<file path="src/rtl/serial_adder.sv">
// rtl/serial_adder.sv - bit-serial adder/subtractor, one bit per clock, LSB first
// Optional overflow flag: define SERIAL_ADDER_OVF_EN to compute V; otherwise V is tied to 0.
module serial_adder #(
  parameter int W = 8
) (
  input  logic         CLK,
  input  logic         RST,
  input  logic         start,
  input  logic         Sub,
  input  logic [W-1:0] A,
  input  logic [W-1:0] B,
  input  logic         Cin,
  output logic [W-1:0] S,
  output logic         Cout,
  output logic         V,
  output logic         busy,
  output logic         done
);

  localparam int CW = $clog2(W);
  localparam logic [CW-1:0] LAST = CW'(W - 1);

  typedef enum logic [1:0] {IDLE, RUN, DONE} state_t;

  state_t         state;
  state_t         state_next;
  logic [W-1:0]   a_reg;
  logic [W-1:0]   b_reg;
  logic [W-1:0]   res;
  logic [CW-1:0]  cnt;
  logic           carry;
  logic           sum_bit;
  logic           carry_next;

  // Single full-adder slice working on the operand LSBs and the carry flop
  always_comb begin
    sum_bit    = a_reg[0] ^ b_reg[0] ^ carry;
    carry_next = (a_reg[0] & b_reg[0]) | (carry & (a_reg[0] ^ b_reg[0]));
  end

  // State register
  always_ff @(posedge CLK) begin
    if (RST) state <= IDLE;
    else     state <= state_next;
  end

  // Next-state logic: W RUN cycles, one DONE cycle, back to IDLE
  always_comb begin
    state_next = state;
    case (state)
      IDLE:    if (start) state_next = RUN;
      RUN:     if (cnt == LAST) state_next = DONE;
      DONE:    state_next = IDLE;
      default: state_next = IDLE;
    endcase
  end

  assign busy = (state != IDLE);

`ifdef SERIAL_ADDER_OVF_EN
  logic v_int;

  // Overflow capture: carry into the MSB xor carry out of the MSB
  always_ff @(posedge CLK) begin
    if (RST) begin
      v_int <= 1'b0;
      V     <= 1'b0;
    end else begin
      if (state == RUN && cnt == LAST) v_int <= carry ^ carry_next;
      if (state == DONE) V <= v_int;
    end
  end
`else
  assign V = 1'b0;
`endif

  // Datapath: operand latch, serial shift/accumulate, result publish
  always_ff @(posedge CLK) begin
    if (RST) begin
      a_reg <= '0;
      b_reg <= '0;
      res   <= '0;
      cnt   <= '0;
      carry <= 1'b0;
      S     <= '0;
      Cout  <= 1'b0;
      done  <= 1'b0;
    end else begin
      done <= 1'b0;
      case (state)
        IDLE: begin
          if (start) begin
            // Subtraction is A + ~B + 1, with Cin acting as borrow-in
            a_reg <= A;
            b_reg <= B ^ {W{Sub}};
            carry <= Cin ^ Sub;
            cnt   <= '0;
          end
        end
        RUN: begin
          carry <= carry_next;
          res   <= {sum_bit, res[W-1:1]};
          a_reg <= {1'b0, a_reg[W-1:1]};
          b_reg <= {1'b0, b_reg[W-1:1]};
          cnt   <= cnt + CW'(1);
        end
        DONE: begin
          S    <= res;
          Cout <= carry;
          done <= 1'b1;
        end
        default: ;
      endcase
    end
  end

endmodule

</file>
<file path="config.mk">
export PLATFORM = sky130hd
export DESIGN_NAME = serial_adder
export DESIGN_NICKNAME = d
export VERILOG_FILES = /design/src/rtl/serial_adder.sv
export SDC_FILE = /design/constraint.sdc
export NUM_CORES = 1
export LEC_CHECK = 0
export ABC_CLOCK_PERIOD_IN_PS = 1200
export CORE_MARGIN = 1
export CORE_UTILIZATION = 46
export DETAILED_ROUTE_END_ITERATION = 8
export GPL_TIMING_DRIVEN = 1
export HOLD_SLACK_MARGIN = 0.15
export PLACE_DENSITY_LB_ADDON = 0.3
export SLEW_MARGIN = 40
export SYNTH_ARGS = -nofsm -noshare
export SYNTH_HDL_FRONTEND = slang
export SYNTH_SLANG_ARGS = --single-unit
</file>
<file path="constraint.sdc">
create_clock -name CLK -period 1.2 [get_ports CLK]
set_input_delay 0.24 -clock CLK [delete_from_list [all_inputs] [get_ports CLK]]
set_output_delay 0.24 -clock CLK [all_outputs]
set_load 0.02 [all_outputs]
</file>
**Word-level counts from Yosys, hierarchy flattened**

Index checks and enable logic that the tools add are counted.

- Flip-flop bits (word level): 40
- Input bits: 21
- Output and inout port bits: 12
- Word-level logic and storage cells: 39

- Add/sub/neg operators: 1
- Eq/ne operators: 5
- Muxes and demuxes: 12
- Bitwise logic cells: 7
- Reduce and logical (&&, ||, !) cells: 5

Operator list:

| cell | count |
|---|---|
| $pmux 8 s2 | 2 |
| $mux 8 | 2 |
| $xor 8x8->8 | 1 |
| $pmux 3 s2 | 1 |
| $mux 2 | 2 |
| $ne 2x2->1 const B | 2 |
| $pmux 2 s2 | 1 |
| $reduce_and 2->1 | 2 |
| $reduce_bool 2->1 | 2 |
| $add 3x1->3 const B | 1 |
| $eq 3x3->1 const B | 1 |
| $mux 3 | 1 |
| $xor 1x1->1 | 3 |
| $and 1x1->1 | 2 |
| $eq 2x1->1 const B | 1 |
| $eq 2x2->1 const B | 1 |
| $logic_not 2->1 | 1 |
| $mux 1 | 2 |
| $pmux 1 s2 | 1 |
| $or 1x1->1 | 1 |

**Logic depth before layout (Yosys ltp)**

Gate-level depths: netlist (run 1).

- Depth after elaboration: 4
- Depth in mapped cells: 6
- Gate-level depth less buffers: 4

**Least setup slack after synthesis (run 1)**

OpenSTA, ideal clock, no wires.

- Kind: reg-to-reg
- Start point: register state[0]
- End point: register cnt[1]
- Setup time: 0.128 ns
- Arrival time: 1.062 ns
- Required time: 1.072 ns
- Path slack: 0.011 ns
- Stages on the path, launching flop included: 7
- Path buffers: 3
- Period minus slack after synthesis: 1.189 ns
- Cells stage by stage: dfxtp_1 > buf_4 > and2b_1 > buf_4 > buf_6 > a22oi_1 > nor2_1

- Longest elaborated chain between the ends: 3
- Elaborated cells between the ends (all ways): 6
- Those cells by class: eq/ne: 2; mux: 1; reduce/logical: 3

RTL lines:

| what | RTL line | source |
|---|---|---|
| start, declared | 25 | `state_t state;` |
| start signal, assigned | 44 | `else state <= state_next;` |
| $eq 2x1->1 or $logic_not 2->1 (tied branches) | 90 | `case (state)` |
| $reduce_bool 2->1 (no line) or $ne 2x2->1 (tied branches) | -- |  |
| $reduce_and 2->1 (no line) | -- |  |
| end signal, assigned | 105 | `cnt <= cnt + CW'(1);` |
| end, declared | 30 | `logic [CW-1:0] cnt;` |

Parallel ways exist; a longest one is shown, timed or not.
A chain may end at the register's enable or synchronous reset.

**Worst setup path after layout (run 1)**

- Start point: register state[1]
- End point: output busy

- Longest elaborated chain between the ends: 1

RTL lines:

| what | RTL line | source |
|---|---|---|
| $reduce_bool 2->1 | 58 | `assign busy = (state != IDLE);` |
| end, declared | 16 | `output logic busy,` |

Every way passes these cells.

==> run_results.csv, run 1 <==
group,metric,value,unit
global_route,track_usage,0.1900,
clock_network,clk_pin_slew,0.07,ns
clock_network,tritoncts,"yes",
synth,ys_ff_latch,40,
timing,hold_viol,0,
synth,syn_inst,195,
floorplanning,core_area,3442,um2
timing,hold_ws,0.4534,ns
timing,fin_ws,-0.04165,ns
synth,async_reset_ff_frac,0,
layout,final_cell_mix,"dfxtp_1, nand2_1, clkdlybuf4s50_1, a21oi_1, nor2_1",
floorplanning,ios,33,
run_status,status,"finished, violations left",
layout,layout.cells.non_filler,283,
timing,rsz0062_at_grt,"true",
global_route,grt_max_degree,22,
layout,diodes,0,
placement,gp_congestion,0.7266,
timing,finalCritPeriodShare,1.035,
synth,avgSynthCellArea,8.758,um2
timing,clock_skew,0.006250,ns
layout,fin_util,0.6783,
placement,io_buffers,31,
setup_path,rr_worst_depth,5,
layout,nets,260,
routing,wl_per_cell,12.64,um
setup_path,timing.rr.start,"state[1]$_SDFFE_PP0P_",
layout,fill_cells,273,
setup_path,crit_fanout,3,
power,vdd_ir_drop_max,0.8883,mV
synth,syn_area,1708,um2
worst_hold_path,hold_depth,2,
synth,yosysUniqueCellTypes,28,
clock_network,insertion_delay,0.29,ns
timing,fmax,805.4,MHz
floorplanning,die_y,62.93,um
layout,layout_commonest_cell,"dfxtp_1",
synth,synth_xor_area_frac,0.04615,
setup_path,cp-end-kind,"output port",
clock_network,numCtsBuffers,5,
worst_hold_path,hold_end,"S[1]$_SDFFE_PP0P_",
routing,firstDrtPassIters,4,
synth,synth_fa_ha_area_frac,0.02637,
clock_network,htree_levels,2,
global_route,grt_pass1_wl,5.858,mm
global_route,antenna_found_initial,0,
routing,drt_iter0_drc,75,
floorplanning,die_area,3960,um2
layout,drive_gt1_frac,0.2363,
routing,vias,1478,
power,power.density,1296,nW/um2
setup_path,criticalPathCategory,"reg -> out",
floorplanning,die_x,62.93,um
setup_path,r2r_slack,-0.04,ns
synth,synth_top_family_by_area,"simple AND/OR/NAND/NOR gates",
synth,synth_edf_count,0,
layout,synthToLayoutAreaGrowth,36.70,%
routing,routed_via_density,5.223,
global_route,overflow,0,
global_route,grt_pass1_vias,1352,
clock_network,clockBufferDepth,2,
job,drv_cap,0,
setup_path,crit_path_start_kind,"register",
worst_hold_path,hp-start,"S[1]$_SDFFE_PP0P_",
floorplanning,start_util,0.4962,
synth,synth.mux.area_fraction,0.005861,
clock_network,hold_buffers,0,
power,p_leak,0.8844,nW
worst_hold_path,hp-class,"reg -> reg",
setup_path,required,0.96,ns
clock_network,cts.sinks,40,
routing,totalWireLength,3.577,mm
placement,dp.cells,271,
synth,synth-compound-area-share,0.1700,
timing,finalWorstPathRequiredPeriod,1.242,ns
routing,drcViolationCount,0,
placement,dpl.hpwl,2.414,mm
synth,synth_simple_gate_area_frac,0.2242,
setup_path,worstPathArrival,1.00,ns
clock_network,cts_root_buf,"clkbuf_8",
synth,synth_flop_cell,"dfxtp_1",
setup_path,reg2reg_to,"b_reg[1]$_SDFFE_PP0P_",
timing,maxSlewViolCount,0,
routing,antenna_left,0,
timing,setup_viol,8,
synth,yosys_warnings,0,
synth,seq_area_frac_synth,0.4689,
floorplanning,rows,21,
synth,synth_nets,219,
power,p_total,3.025,mW
run_status,violations,"negative setup slack",
[area by class of cell]
cell class | count | area, um2 | share of cell area
timing repair buffer | 51 | 467.9 | 0.2004
sequential | 40 | 803.3 | 0.3441
clock buffer | 6 | 72.57 | 0.03108
clock inverter | 2 | 35.03 | 0.01501
multi-input combinational | 138 | 898.4 | 0.3848
tap | 46 | 57.56 | 0.02465
[synth_stat cells, drive strengths merged, types with 2 or more instances]
cell	instances	area, um2
dfxtp	40	800.8
nand2	34	127.6
a21oi	24	120.1
nor2	15	56.30
buf	13	81.33
a22oi	11	82.58
nand2b	10	62.56
xnor2	8	70.07
nor3	7	35.03
o22ai	7	43.79
or3b	7	61.31
clkbuf	4	15.01
ha	2	25.02
nor3b	2	20.02
[worst max path at each step]
stage	startpoint	end	depth (start not counted)
finish	state[1]$_SDFFE_PP0P_	busy	2
global route	state[1]$_SDFFE_PP0P_	b_reg[2]$_SDFFE_PP0P_	5
CTS	state[1]$_SDFFE_PP0P_	b_reg[5]$_SDFFE_PP0P_	5
detailed placement	start	b_reg[4]$_SDFFE_PP0P_	4
global placement	start	b_reg[5]$_SDFFE_PP0P_	4
floorplan	state[0]$_SDFFE_PP0P_	cnt[1]$_SDFFE_PP0P_	6
[timing repair]
action | in CTS | in global routing
hold endpoints to repair | 0 | 0
pin swaps | 0 | 11
endpoints found under the setup margin | 32 | 39
setup buffers | 0 | 2
cloned | 0 | 2
resized for setup | 21 | 39
[critical path, cell delays in order (launching register included)]
cell	delay, ns
dfxtp_2	0.34
or2_4	0.25
buf_6	0.13
[stage by stage]
step	instance area [um2]	TNS, ns	worst slack (ns)
6_report	2335	-0.2106	-0.04165
5_1_grt	2335	-0.8416	-0.07433
3_3_place_gp	2112	-8.096	-0.3901
2_1_floorplan	1708	0	0.01060
4_1_cts	2223	-0.6734	-0.09619
3_5_place_dp	2112	-9.381	-0.5314
[power breakdown]
| group | internal [mW] | switching (mW) | leakage, nW |
|---|---|---|---|
| sequential | 1.40 | 0.0448 | 0.327 |
| clock | 0.617 | 0.443 | 0.0552 |
| combinational | 0.277 | 0.244 | 0.502 |
[layer usage]
layer / global-route usage / up-vias / part of all wire
li1: - / 742 / -
met1: 0.2213 / 685 / 0.42
met2: 0.3185 / 42 / 0.51
met3: 0.04380 / 9 / 0.042
met4: 0.1047 / 0 / 0.023
met5: 0 / - / 0
[logic make-up after synthesis]
logic type,count (synthesis)
and+or+nand+nor,78
AOI/OAI and AO/OA,46
DFF,40
buffers and inverters,17
xor gates and xnor gates,9
adders and majority gates,3
other,1
muxes,1
No activity file was read; power rests on OpenSTA's default activity.
==> run 2: changes to the inputs <==
- CTS_CLUSTER_SIZE: default -> 10
==> results of run 2 <==
Same layout as run 1: the final DEF is identical, and so are final timing and power.
